### config.mk
export PLATFORM = sky130hd
export DESIGN_NAME = spram_dma
export DESIGN_NICKNAME = d
export VERILOG_FILES = /design/src/rtl/spram_dma_pkg.sv /design/src/rtl/spram_dma.sv
export SDC_FILE = /design/constraint.sdc
export NUM_CORES = 1
export LEC_CHECK = 0
export ABC_CLOCK_PERIOD_IN_PS = 3400
export CORE_ASPECT_RATIO = 1.5
export CORE_MARGIN = 5
export CORE_UTILIZATION = 30
export DETAILED_ROUTE_END_ITERATION = 8
export PLACE_DENSITY = 0.67
export SYNTH_ARGS = -nofsm -noshare
export SYNTH_HDL_FRONTEND = slang
export SYNTH_SLANG_ARGS = --single-unit
### constraint.sdc
create_clock -name clk -period 3.4 [get_ports clk]
set_clock_uncertainty 0.2 [all_clocks]
set_input_delay 0.68 -clock clk [delete_from_list [all_inputs] [get_ports clk]]
set_output_delay 0.68 -clock clk [all_outputs]
set_load 0.005 [all_outputs]
### src/rtl/spram_dma_pkg.sv
// Shared definitions for the spram_dma block-copy initiator.
// State encodings and the counter-width helper used by the top.
package spram_dma_pkg;

    typedef enum logic [1:0] {
        ST_IDLE  = 2'd0,
        ST_RUN   = 2'd1,
        ST_DRAIN = 2'd2
    } state_t;

    // Counters need one extra bit so a full 2^aw copy can be counted.
    function automatic int len_width(input int aw);
        return aw + 1;
    endfunction

endpackage

### src/rtl/spram_dma.sv
// Block-copy initiator between two single-port RAMs: one read and one write per cycle,
// with the write stage running one cycle behind the read stage.
module spram_dma
    import spram_dma_pkg::*;
#(
    parameter int aw = 10,
    parameter int dw = 32
) (
    input  logic          clk,
    input  logic          rst,
    input  logic          start,
    input  logic          abort,
    input  logic          hold,
    input  logic [aw-1:0] src_base,
    input  logic [aw-1:0] dst_base,
    input  logic [aw:0]   len,
    output logic          busy,
    output logic          done,
    output logic          src_ce,
    output logic          src_oe,
    output logic [aw-1:0] src_addr,
    input  logic [dw-1:0] src_dout,
    output logic          dst_ce,
    output logic          dst_we,
    output logic [aw-1:0] dst_addr,
    output logic [dw-1:0] dst_din
);

    localparam int LEN_W = len_width(aw);

    state_t           state, state_next;
    logic [aw-1:0]    src_base_q, dst_base_q;
    logic [LEN_W-1:0] len_q, rd_cnt, wr_cnt;
    logic             pending;
    logic             rd_fire, wr_fire, load, done_next;
    logic             last_rd, last_wr;

    assign last_rd = (rd_cnt + LEN_W'(1)) == len_q;
    assign last_wr = (wr_cnt + LEN_W'(1)) == len_q;

    always_ff @(posedge clk) begin
        if (rst) begin
            state <= ST_IDLE;
            done  <= 1'b0;
        end else begin
            state <= state_next;
            done  <= done_next;
        end
    end

    // Abort and reset suppress every RAM access in the cycle they are seen.
    always_comb begin
        state_next = state;
        rd_fire    = 1'b0;
        wr_fire    = 1'b0;
        load       = 1'b0;
        done_next  = 1'b0;
        case (state)
            ST_IDLE: begin
                if (start) begin
                    load = 1'b1;
                    if (len == '0) begin
                        done_next = 1'b1;
                    end else begin
                        state_next = ST_RUN;
                    end
                end
            end
            ST_RUN: begin
                rd_fire = !hold;
                wr_fire = !hold && pending;
                if (rd_fire && last_rd) begin
                    state_next = ST_DRAIN;
                end
            end
            ST_DRAIN: begin
                wr_fire = !hold && pending;
                if (wr_fire && last_wr) begin
                    state_next = ST_IDLE;
                    done_next  = 1'b1;
                end
            end
            default: state_next = ST_IDLE;
        endcase
        if (abort && state != ST_IDLE) begin
            rd_fire    = 1'b0;
            wr_fire    = 1'b0;
            done_next  = 1'b0;
            state_next = ST_IDLE;
        end
        if (rst) begin
            rd_fire = 1'b0;
            wr_fire = 1'b0;
        end
    end

    // A read issued last cycle stays pending until its write lands; hold freezes both.
    always_ff @(posedge clk) begin
        if (rst) begin
            src_base_q <= '0;
            dst_base_q <= '0;
            len_q      <= '0;
            rd_cnt     <= '0;
            wr_cnt     <= '0;
            pending    <= 1'b0;
        end else if (load) begin
            src_base_q <= src_base;
            dst_base_q <= dst_base;
            len_q      <= len;
            rd_cnt     <= '0;
            wr_cnt     <= '0;
            pending    <= 1'b0;
        end else begin
            if (rd_fire) begin
                rd_cnt <= rd_cnt + LEN_W'(1);
            end
            if (wr_fire) begin
                wr_cnt <= wr_cnt + LEN_W'(1);
            end
            if (rd_fire) begin
                pending <= 1'b1;
            end else if (wr_fire) begin
                pending <= 1'b0;
            end
        end
    end

    assign busy     = (state != ST_IDLE);
    assign src_ce   = rd_fire;
    assign src_oe   = rd_fire;
    assign src_addr = rd_fire ? (src_base_q + rd_cnt[aw-1:0]) : '0;
    assign dst_ce   = wr_fire;
    assign dst_we   = wr_fire;
    assign dst_addr = wr_fire ? (dst_base_q + wr_cnt[aw-1:0]) : '0;
    assign dst_din  = wr_fire ? src_dout : '0;

endmodule

# Word-level counts from Yosys, hierarchy flattened
# Cells that the tools add are included.
dict set report word_totals {
  regBits 57
  output_inout_bits 58
  input_bits 68
  word_cells 55
}
dict set report classes {
  reduce_logical 13
  mux 22
  n_eq_ne 8
  n_addsub 4
}
# operator n
set op_table {}
lappend op_table {{$mux W32} 1}
lappend op_table {{$add A11 B1 Y11 const B} 2}
lappend op_table {{$eq A11 B11 Y1} 2}
lappend op_table {{$add A10 B10 Y10} 2}
lappend op_table {{$mux W10} 2}
lappend op_table {{$mux W1} 13}
lappend op_table {{$logic_not A11 Y1} 1}
lappend op_table {{$mux W2} 4}
lappend op_table {{$ne A2 B2 Y1 const B} 4}
lappend op_table {{$pmux W2 S3} 1}
lappend op_table {{$reduce_or A2 Y1} 3}
lappend op_table {{$logic_and A1 B1 Y1} 4}
lappend op_table {{$reduce_and A4 Y1} 1}
lappend op_table {{$reduce_bool A2 Y1} 2}
lappend op_table {{$eq A2 B1 Y1 const B} 1}
lappend op_table {{$eq A2 B2 Y1 const B} 1}
lappend op_table {{$logic_not A2 Y1} 1}
lappend op_table {{$pmux W1 S2} 1}
lappend op_table {{$logic_not A1 Y1} 1}

# Depth between registers and ports, before layout
dict set report logic_depth {
  word_depth 7
  depth_mapped 11
  ltp_nobuf 11
}

# Worst setup path after synthesis
# No wires, ideal clock.
dict set report synth_timing {
  kind {register to output}
  startpoint {register wr_cnt[0]}
  endpoint {output port dst_addr[8]}
  slack_ps 396
  required_time_ps 2520
  stages_incl_launch_ff 12
  path_buffers 0
  arrival_ps 2124
  path_cell_list {dfxtp_1 -> ha_1 -> inv_1 -> fa_1 -> nor2b_1 -> o21ai_0 -> a21boi_0 -> o21ai_0 -> a21boi_0 -> o21a_1 -> nor3_1 -> nor3_1}
}
dict set report synth_via {
  elab_chain_len 2
}
# element line_no
set synth_rtl {}
lappend synth_rtl {{start: declaration} spram_dma.sv:33} ;# logic [LEN_W-1:0] len_q, rd_cnt, wr_cnt;
lappend synth_rtl {{start signal: assignment} spram_dma.sv:118} ;# wr_cnt <= wr_cnt + LEN_W'(1);
lappend synth_rtl {{$add A10 B10 Y10} spram_dma.sv:134} ;# assign dst_addr = wr_fire ? (dst_base_q + wr_cnt[aw-1:0]) : '0;
lappend synth_rtl {{$mux W10} spram_dma.sv:134}
lappend synth_rtl {{end: declaration} spram_dma.sv:25} ;# output logic [aw-1:0] dst_addr,
# Every way passes these cells.

# Worst setup path in the final report
dict set report layout_timing {
  startpoint {input port abort}
  endpoint {output port dst_addr[4]}
}
dict set report layout_via {
  elab_chain_len 4
}
# element line_no
set layout_rtl {}
lappend layout_rtl {{start: declaration} spram_dma.sv:12} ;# input logic abort,
lappend layout_rtl {{$logic_and A1 B1 Y1} spram_dma.sv:85} ;# if (abort && state != ST_IDLE) begin
lappend layout_rtl {{$mux W1} spram_dma.sv:85}
lappend layout_rtl {{$mux W1} spram_dma.sv:91} ;# if (rst) begin
lappend layout_rtl {{$mux W10} spram_dma.sv:134}
# Every way passes these cells.

==> impl_metrics.json <==
{
  "drc_errors": 0,
  "synth_cell_types": 51,
  "required_ps": 2520,
  "p_leak_nw": 2.38,
  "combinationalPowerShare": 0.183,
  "async_flop_share": 0,
  "cts_tree": "yes",
  "cpMostUsedCell": "clkdlybuf4s50_1",
  "die-area_mm2": 0.0155,
  "cts_sinks": 57,
  "synth_ff_type": "dfxtp_1",
  "place_congestion": 0.865,
  "intPower_mw": 1.53,
  "routed_wl_um": 12900,
  "tightest_slew_ps": 487,
  "grt_pass1_vias": 4158,
  "diodes": 0,
  "worst_skew_pair.late_latency_ps": 330,
  "cpMaxStageDelayCell": "clkdlybuf4s50_1",
  "cts_buffers": 9,
  "worst_setup_path_end_kind": "output port",
  "die_w_um": 103,
  "arrival_ps": 2440,
  "area_growth_pct": 56.0,
  "fin_crit_sh": 0.976,
  "overflow": 0,
  "cpPeakStageDelay_ps": 530,
  "htree_levels": 3,
  "layout_commonest_cell": "clkdlybuf4s50_1",
  "slew_viol_final": 0,
  "cts_buffer_depth": 2,
  "hold_viol_final": 0,
  "setup_violations": 0,
  "multi_input_area_mm2": 0.00277,
  "grt_pass1_wl_um": 19700,
  "start_kind": "input pin",
  "ys_seq_elements": 57,
  "syn_inst": 525,
  "path_buf_inv": 3,
  "layout_common_cells": "clkdlybuf4s50_1 (115), nand2_1 (83), dfxtp_1 (49)",
  "criticalPathCategory": "in -> out",
  "crit_fanout": 10,
  "fin_nets": 767,
  "avgSynthCellArea_um2": 7.49,
  "drive_gt1_frac": 0.168,
  "register_area_mm2": 0.00115,
  "power_frac_clock": 0.455,
  "ir_drop_v": 0.000174,
  "period_minus_slack_ps": 3320,
  "cts_root_buf": "clkbuf_16",
  "synth_edf_count": 0,
  "hold_class": "reg -> reg",
  "syn-cell-area_mm2": 0.00393,
  "holdBufCountCts": 0,
  "vias_per_cell": 4.99,
  "core_area_mm2": 0.0130,
  "wl_per_cell_um": 15.4,
  "antenna_found_initial": 0,
  "num_rows": 51,
  "portBuffers": 125,
  "drtPass1Iterations": 4,
  "p_sw_mw": 0.540,
  "p_sw_frac": 0.261,
  "path_clk_slew_ps": 50,
  "grtUsageTotal": 0.163,
  "yosys_warnings": 0,
  "ios": 126,
  "die_y_um": 150,
  "num-fill-cells": 1277,
  "cpLargestDelayFamily": "buffers and inverters",
  "slew_headroom": 0.676,
  "fin_hold_ws_ps": 259,
  "dpl.hpwl_um": 9520,
  "outcome": "finished clean",
  "rsz0062_at_grt": "yes",
  "max_freq_mhz": 301,
  "vias": 4183,
  "grt_max_degree": 37,
  "syn-num-nets": 618,
  "drtIter0Drc": 176,
  "power.density_mw_per_mm2": 338,
  "drtAntennaViolNets": 0,
  "fin_util": 0.474,
  "start_util": 0.304,
  "seqPwrFrac": 0.362,
  "yosysSeqAreaShare": 0.290,
  "worstPathCellList": "clkdlybuf4s50_1, a21oi_2, nand3_2, buf_4, nor3_2, clkdlybuf4s50_1",
  "cap_violations": 0
}
==> worst paths after layout <==
check	startpoint	depth (start not counted)	slack (ps)	to
hold reg to reg	dst_base_q[0]	2	260	dst_base_q[0]
hold / removal	dst_base_q[0]	2	260	dst_base_q[0]
setup reg to reg	wr_cnt[1]	10	380	state[1]
setup / recovery	abort	6	80	dst_addr[4]
==> tightest hold or removal path: stages (launching register included) <==
cell,delay [ps]
dfxtp_2,310
nand2_1,50
a21oi_1,50
==> power groups by stage <==
stage | Sequential (mW) | Combinational [mW] | Clock, mW
floorplan | 0.738 | 0.212 | 0
global placement | 0.759 | 0.354 | 0
detailed placement | 0.762 | 0.361 | 0
CTS | 0.749 | 0.369 | 0.967
global route | 0.755 | 0.420 | 0.997
finish | 0.751 | 0.379 | 0.943
==> flip-flops by register name, summed over array words and instances (netlist names) <==
signal	flops
len_q	11
rd_cnt	11
wr_cnt	11
dst_base_q	10
src_base_q	10
state	2
done	1
pending	1
==> per-stage QoR <==
stage          total power, mW  worst slack, ps  setup TNS [ps]  instances  instance area, um2
2_1_floorplan            0.950              396               0        525                3930
3_3_place_gp              1.11             -271            -691        806                5490
3_5_place_dp              1.12             -316           -1020        806                5490
4_1_cts                   2.08            -68.2           -68.2        833                5970
5_1_grt                   2.17            -72.5            -170        838                6140
6_report                  2.07             81.3               0        838                6140
==> cells in the mapped netlist (2+ instances only) <==
cell type / instances / area share
a21oi_1: 50 / 0.064
a2111oi_0: 3 / 0.0067
buf_6: 2 / 0.0057
nor3b_1: 3 / 0.0057
xnor2_1: 23 / 0.051
xor2_1: 26 / 0.058
clkbuf_1: 24 / 0.023
dfxtp_1: 57 / 0.29
nor2_1: 43 / 0.041
nor2b_1: 6 / 0.0095
nand3b_1: 4 / 0.0076
nor4_1: 4 / 0.0064
nand2b_1: 5 / 0.0080
o21ai_0: 16 / 0.020
nor3_1: 22 / 0.028
nand4_1: 8 / 0.013
nand2_1: 83 / 0.079
buf_2: 4 / 0.0051
nand3_1: 9 / 0.011
buf_4: 2 / 0.0038
fa_1: 2 / 0.010
or3_1: 6 / 0.0095
inv_1: 20 / 0.019
ha_1: 23 / 0.073
o21a_1: 6 / 0.011
mux2i_1: 4 / 0.010
and2_1: 35 / 0.056
a21boi_0: 5 / 0.0095
a31oi_1: 4 / 0.0064
and4_1: 2 / 0.0045
a21o_1: 4 / 0.0076
==> logic make-up after synthesis <==
kind of cell / Yosys count / share of synthesized area
AO/OA/AOI/OAI: 101 / 0.159
flip-flops: 57 / 0.290
buffers and inverters: 54 / 0.0588
adder cells (fa/ha/maj): 25 / 0.0833
XOR/XNOR: 49 / 0.109
multiplexers: 4 / 0.0102
AND/OR/NAND/NOR: 235 / 0.290
==> layer usage <==
layer	vias up	share of wire	global-route usage
li1	2081	-	-
met1	1912	0.36	0.170
met2	167	0.52	0.288
met3	23	0.085	0.0570
met4	0	0.030	0.0700
met5	-	0	0
==> timing repair <==
action / 4_1_cts / 5_1_grt
buffers inserted: 11 / 6
setup endpoints to repair: 19 / 42
cloned: 0 / 1
gates resized for setup: 45 / 41
pin swaps: 19 / 29
==> area by class of cell <==
| type | count | share of cell area |
|---|---|---|
| timing repair buffer | 171 | 0.265 |
| clock inverter | 7 | 0.0139 |
| tap | 159 | 0.0324 |
| clock buffer | 9 | 0.0367 |
| inverter | 21 | 0.0132 |
| multi-input combinational | 414 | 0.451 |
| sequential | 57 | 0.188 |
(Power assumes the default switching activity.)
